<file path="src/rtl/edge_scan_ctrl.sv">
`timescale 1ns/1ps
`default_nettype none
// ============================================================================
//  Module   : edge_scan_ctrl
//  Purpose  : Raster-scan sequencer for the Sobel-style edge detector. Walks
//             every pixel of an IMG_W x IMG_H frame. For each interior pixel it
//             requests a 3x3 window, fires the detector for one cycle and
//             captures the edge bit on the completion strobe. Border pixels are
//             reported as non-edge without touching the detector. Each pixel
//             result leaves over a valid/ready handshake.
//  Ports    : clk, n_rst (sync, active-low)
//             start / abort                      - frame control
//             threshold_in -> iThreshold         - threshold latched on start
//             grid_req / grid_valid              - line-buffer window handshake
//             edgedetect_enable / mean_average_enable / isEdge - detector
//             result_valid / result_ready / result_edge / cur_x / cur_y
//             busy, done (1-cycle pulse), err (sticky detector timeout)
//  Revision : 1.0 - initial release
// ============================================================================
module edge_scan_ctrl #(
    parameter int IMG_W = 640,
    parameter int IMG_H = 480,
    parameter int TMO   = 4
) (
    input  logic                     clk,
    input  logic                     n_rst,
    input  logic                     start,
    input  logic                     abort,
    input  logic [7:0]               threshold_in,
    input  logic                     grid_valid,
    input  logic                     mean_average_enable,
    input  logic                     isEdge,
    input  logic                     result_ready,
    output logic [7:0]               iThreshold,
    output logic                     edgedetect_enable,
    output logic                     grid_req,
    output logic [$clog2(IMG_W)-1:0] cur_x,
    output logic [$clog2(IMG_H)-1:0] cur_y,
    output logic                     result_valid,
    output logic                     result_edge,
    output logic                     busy,
    output logic                     done,
    output logic                     err
);

    localparam int XW = $clog2(IMG_W);
    localparam int YW = $clog2(IMG_H);
    localparam int CW = $clog2(TMO + 1);

    localparam logic [XW-1:0] c_X_LAST = XW'(IMG_W - 1);
    localparam logic [YW-1:0] c_Y_LAST = YW'(IMG_H - 1);
    localparam logic [CW-1:0] c_TMO    = CW'(TMO);

    localparam logic [2:0] S_IDLE = 3'd0;
    localparam logic [2:0] S_NEXT = 3'd1;
    localparam logic [2:0] S_GRID = 3'd2;
    localparam logic [2:0] S_FIRE = 3'd3;
    localparam logic [2:0] S_WAIT = 3'd4;
    localparam logic [2:0] S_OUT  = 3'd5;
    localparam logic [2:0] S_DONE = 3'd6;

    logic [2:0]    r_state;
    logic [2:0]    w_state_nxt;
    logic [7:0]    r_thr;
    logic [XW-1:0] r_x;
    logic [YW-1:0] r_y;
    logic [CW-1:0] r_wcnt;
    logic          r_edge;
    logic          r_err;

    logic          w_border;
    logic          w_last;
    logic [CW-1:0] w_wcnt_inc;
    logic          w_timeout;

    assign w_border   = (r_x == '0) || (r_x == c_X_LAST) ||
                        (r_y == '0) || (r_y == c_Y_LAST);
    assign w_last     = (r_x == c_X_LAST) && (r_y == c_Y_LAST);
    assign w_wcnt_inc = r_wcnt + 1'b1;
    // The counter value after this WAIT cycle; reaching TMO ends the wait
    // unless the strobe arrives in the same cycle (strobe wins).
    assign w_timeout  = (w_wcnt_inc >= c_TMO);

    // ------------------------------------------------------------------
    // State register
    // ------------------------------------------------------------------
    always_ff @(posedge clk) begin
        if (!n_rst) begin
            r_state <= S_IDLE;
        end else begin
            r_state <= w_state_nxt;
        end
    end

    // ------------------------------------------------------------------
    // Next-state logic; abort overrides every transition, including start.
    // ------------------------------------------------------------------
    always_comb begin
        w_state_nxt = r_state;
        if (abort) begin
            w_state_nxt = S_IDLE;
        end else begin
            case (r_state)
                S_IDLE: if (start) w_state_nxt = S_NEXT;
                S_NEXT: w_state_nxt = w_border ? S_OUT : S_GRID;
                S_GRID: if (grid_valid) w_state_nxt = S_FIRE;
                S_FIRE: w_state_nxt = S_WAIT;
                S_WAIT: if (mean_average_enable || w_timeout) w_state_nxt = S_OUT;
                S_OUT:  if (result_ready) w_state_nxt = w_last ? S_DONE : S_NEXT;
                S_DONE: w_state_nxt = S_IDLE;
                default: w_state_nxt = S_IDLE;
            endcase
        end
    end

    // ------------------------------------------------------------------
    // Output decode: only registered state and registered coordinates.
    // ------------------------------------------------------------------
    always_comb begin
        busy              = (r_state != S_IDLE);
        grid_req          = (r_state == S_NEXT) && !w_border;
        edgedetect_enable = (r_state == S_FIRE);
        result_valid      = (r_state == S_OUT);
        done              = (r_state == S_DONE);
    end

    // ------------------------------------------------------------------
    // Datapath registers. An abort freezes everything, so err survives it.
    // ------------------------------------------------------------------
    always_ff @(posedge clk) begin
        if (!n_rst) begin
            r_thr  <= 8'd0;
            r_x    <= '0;
            r_y    <= '0;
            r_wcnt <= '0;
            r_edge <= 1'b0;
            r_err  <= 1'b0;
        end else if (!abort) begin
            case (r_state)
                S_IDLE: begin
                    if (start) begin
                        r_thr <= threshold_in;
                        r_x   <= '0;
                        r_y   <= '0;
                        r_err <= 1'b0;
                    end
                end
                S_NEXT: begin
                    if (w_border) r_edge <= 1'b0;
                end
                S_FIRE: begin
                    r_wcnt <= '0;
                end
                S_WAIT: begin
                    r_wcnt <= w_wcnt_inc;
                    if (mean_average_enable) begin
                        r_edge <= isEdge;
                    end else if (w_timeout) begin
                        r_err  <= 1'b1;
                        r_edge <= 1'b0;
                    end
                end
                S_OUT: begin
                    // The final pixel leaves the coordinates parked on it.
                    if (result_ready && !w_last) begin
                        if (r_x == c_X_LAST) begin
                            r_x <= '0;
                            r_y <= r_y + 1'b1;
                        end else begin
                            r_x <= r_x + 1'b1;
                        end
                    end
                end
                default: begin
                end
            endcase
        end
    end

    assign iThreshold  = r_thr;
    assign cur_x       = r_x;
    assign cur_y       = r_y;
    assign result_edge = r_edge;
    assign err         = r_err;

endmodule
`default_nettype wire
</file>
<file path="config.mk">
export PLATFORM = sky130hd
export DESIGN_NAME = edge_scan_ctrl
export DESIGN_NICKNAME = d
export VERILOG_FILES = /design/src/rtl/edge_scan_ctrl.sv
export SDC_FILE = /design/constraint.sdc
export NUM_CORES = 1
export LEC_CHECK = 0
export ABC_CLOCK_PERIOD_IN_PS = 4200
export BUFFER_PORTS_ARGS = -buffer_cell sky130_fd_sc_hd__buf_2
export CAP_MARGIN = 20
export CORE_AREA = 2 2 62 64
export DETAILED_ROUTE_END_ITERATION = 10
export DIE_AREA = 0 0 64 66
export GPL_ROUTABILITY_DRIVEN = 0
export PLACE_DENSITY = 0.85
export SLEW_MARGIN = 20
export SYNTH_ARGS = -nofsm -noshare
export SYNTH_HDL_FRONTEND = slang
export SYNTH_SLANG_ARGS = --single-unit
export TNS_END_PERCENT = 30
</file>
<file path="constraint.sdc">
create_clock -name clk -period 4.2 [get_ports clk]
set_input_delay 0.42 -clock clk [delete_from_list [all_inputs] [get_ports clk]]
set_output_delay 0.42 -clock clk [all_outputs]
set_load 0.05 [all_outputs]
</file>
==> results.ini <==
[placement]
worst_slack_after_detailed_placement_ps=1820
io_buffer_count=49
hpwl_mm=3.42
postPlaceCellArea_um2=2220

[worst_setup_path]
cp_data_arrival_time_ps=2350
worstPathMaxFanout=8
critPathCaptureType=output port
critical_path.most_common_cell=or4_1
worst-r2r-cell-count=7
critical-path-max-stage-delay_ps=510
worstPathCellList=ha_1 -> nand4_1 -> or4_1 -> nand3_1 -> or4_1 -> inv_1 -> buf_2
crit_type=register to output port
worstSetupStartpointType=register
data_required_critical_path_ps=3780
cell_with_the_largest_stage_delay_on_the_worst_path=or4_1

[floorplanning]
core_um2=3550
full_die_area_um2=4220
placement_rows=22
die_height_um=66
die_width_um=64
initial_utilization_pct=55.6
pin_count=50

[hold_path]
min_path_type=input port to register
hold_path_depth=3

[sta]
post_route_minimum_period_ps=2770
setup_viol=0
maxSlewHeadroom_pct=40.0
max_freq_mhz=361
max_slew.worst_pin.slew_ps=893
layout_worst_path_cycle_share_pct=65.9
timing.final.ws_setup_ps=1430
grt_setup_unrepaired=no
maxSlewViolCount=0
final_hold_violating_endpoints=0
final_tns_setup_ps=0
finalClockSkew_ps=5.88

[power]
total_power_mw=0.657
share_comb_of_total_power_pct=10.2
power.density_nw_per_um2=286
switching_power_mw=0.173
leakage_nw=0.981
vdd.ir_drop.worst_uv=173
pwr-share-seq_pct=52.1
p_int_mw=0.483
power.switching_fraction_pct=26.4
clock_power_share_pct=37.7

[detailed_routing]
dr.first_iter.drc_count=134
detailedRoute.firstPassIterationCount=4
drc_errors=0
avgRoutedWirePerCell_um=13.8
drt-vias-per-instance=5.88
vias=2034
postRouteAntennaNets=0
routed_wirelength_mm=4.78

[final_layout]
fill_cell_count=308
diodes=0
drive_gt1_share_pct=21.5
design_area_um2=2300
design.final.nets=318
layout_area_overhead_pct=16.4
final_util_pct=64.7

[cts]
cts.repair_timing.setup_buffer_count=0
cts-htree-levels=2
clock_tree.buffer_depth=2
clock_tree.root_cell=clkbuf_4
tritoncts.num_buffers=5
ctsHoldBuffers=0
post_cts_resized=0
clock_latency_ps=350
clock_input_transition_at_the_sequential_cells_of_the_worst_setup_and_hold_paths_ps=110
numClockSinks=35
cts_tree=yes

[global_routing]
grt_max_degree=17
grt_antenna_before_repair=0
overall_track_demand_over_capacity_in_global_routing_pct=23.4
overflow=0
number_of_global_route_vias_before_repair=1776
grt_pass1_wl_mm=7.78

[status]
run_status=completed

[logic_synthesis]
postSynthRegisterBits=35
synth_nets=273
synth-edff-count=0
synth.yosys.warnings=0
synth_cell_types=52
postSynth.topFlopCell=dfxtp_1
ys_seq_area_share_pct=35.5
mappedNetlistArea_um2=1970
async_reset_ff_share_pct=0
synthesis.instances=252
post_synth.cell_area_avg_um2=7.83

[run]
maxCapViolations=0

==> layout by cell type (no fill, tap or decap), types with 2 or more instances in the layout <==
| master | instances |
|---|---|
| nand2_1 | 32 |
| nand3_1 | 14 |
| inv_1 | 12 |
| dfxtp_1 | 35 |
| or3_1 | 3 |
| o21ai_0 | 13 |
| or4_1 | 4 |
| nor2b_1 | 3 |
| clkbuf_4 | 5 |
| nor4b_1 | 2 |
| nand2b_1 | 3 |
| and3_1 | 11 |
| nor2_1 | 18 |
| o21ai_1 | 2 |
| o41ai_1 | 2 |
| nor3b_1 | 2 |
| a2111oi_0 | 2 |
| o211ai_1 | 4 |
| a21oi_1 | 25 |
| nor4_1 | 3 |
| buf_2 | 49 |
| nor3_1 | 5 |
| and2_1 | 3 |
| a31oi_1 | 7 |
| o211a_1 | 2 |
| o31ai_1 | 2 |
| nand4_1 | 5 |
| ha_1 | 5 |
==> path summary, 6_finish.rpt <==
kind	start	endpoint	slack [ps]
setup reg to reg	r_state[2]$_SDFFE_PP0P_	cur_y[7]$_SDFFE_PN0P_	1870
hold / removal	threshold_in[7]	iThreshold[7]$_SDFFE_PN0P_	290
hold reg to reg	iThreshold[7]$_SDFFE_PN0P_	iThreshold[7]$_SDFFE_PN0P_	460
setup / recovery	cur_y[0]$_SDFFE_PN0P_	grid_req	1430
==> registers in the layout (all words and copies together) (netlist names) <==
name and cells:
r_state 3, cur_x 10, cur_y 9, err 1
r_wcnt 3, result_edge 1, iThreshold 8
==> metrics by stage <==
stage               hold WS, ps  instances
floorplan                   462        252
global placement            439        338
detailed placement          443        338
CTS                         285        346
global route                295        346
finish                      293        346
==> final cells by class <==
type	instances	area, µm²	share of cell area, %
Multi-Input combinational cell	194	1170	50.7
Sequential cell	35	701	30.5
Timing Repair Buffer	49	245	10.7
Tap cell	48	60.1	2.61
Inverter	12	45.0	1.96
Clock inverter	3	43.8	1.91
Clock buffer	5	37.5	1.63
==> synthesized netlist by cell type (2+ instances only) <==
cell       number  area, µm²
clkbuf_1        6       22.5
o31ai_1         2       15.0
nor3_1          5       25.0
or4_1           4       30.0
o21ai_1         2       10.0
and2_1          3       18.8
nor2_1         18       67.6
and3_1         11       68.8
nand2_1        32        120
ha_1            5       62.6
a21oi_1        25        125
dfxtp_1        35        701
nand4_1         5       31.3
nand2b_1        3       18.8
a31oi_1         7       43.8
o21ai_0        13       65.1
nor2b_1         3       18.8
nor4b_1         2       17.5
o211ai_1        4       30.0
buf_6           2       22.5
nor4_1          3       18.8
nor3b_1         2       15.0
o211a_1         2       20.0
buf_2           2       10.0
a2111oi_0       2       17.5
o41ai_1         2       17.5
or3_1           3       18.8
nand3_1        14       70.1
inv_1          12       45.0
==> power groups by stage <==
stage                     sequential (mW)  combinational (mW)  clock [mW]
after detailed placement            0.350              0.0667           0
after floorplan                     0.361              0.0368           0
after global placement              0.349              0.0661           0
after CTS                           0.342              0.0671       0.253
after global routing                0.343              0.0734       0.264
final                               0.342              0.0672       0.248
==> critical path: cells and delay by family, from the launching register on <==
family | cells | cell delay (ps)
AND/OR/NAND/NOR | 4 | 1060
buffers and inverters | 2 | 320
flip-flops | 1 | 350
adder cells (fa/ha/maj) | 1 | 270
==> routing by layer <==
metal	global-route usage, %	part of all wire (%)	wire, µm
met5	0	0	0
met3	5.96	6.3	300
met4	9.51	1.5	71
met1	28.3	46	2180
met2	39.5	47	2230
==> kinds of logic (layout without fill, tap and decap cells) <==
kind of cell	count (synthesis)	after routing	share of synthesized area [%]
adder cells (fa/ha/maj)	5	5	3.17
AND/OR/NAND/NOR	114	114	30.3
AO/OA/AOI/OAI	73	73	24.7
buffers and inverters	23	69	5.45
XOR/XNOR	1	1	0.444
multiplexers	1	1	0.507
flip-flops	35	35	35.5
Power figures use the tool's default switching activity.
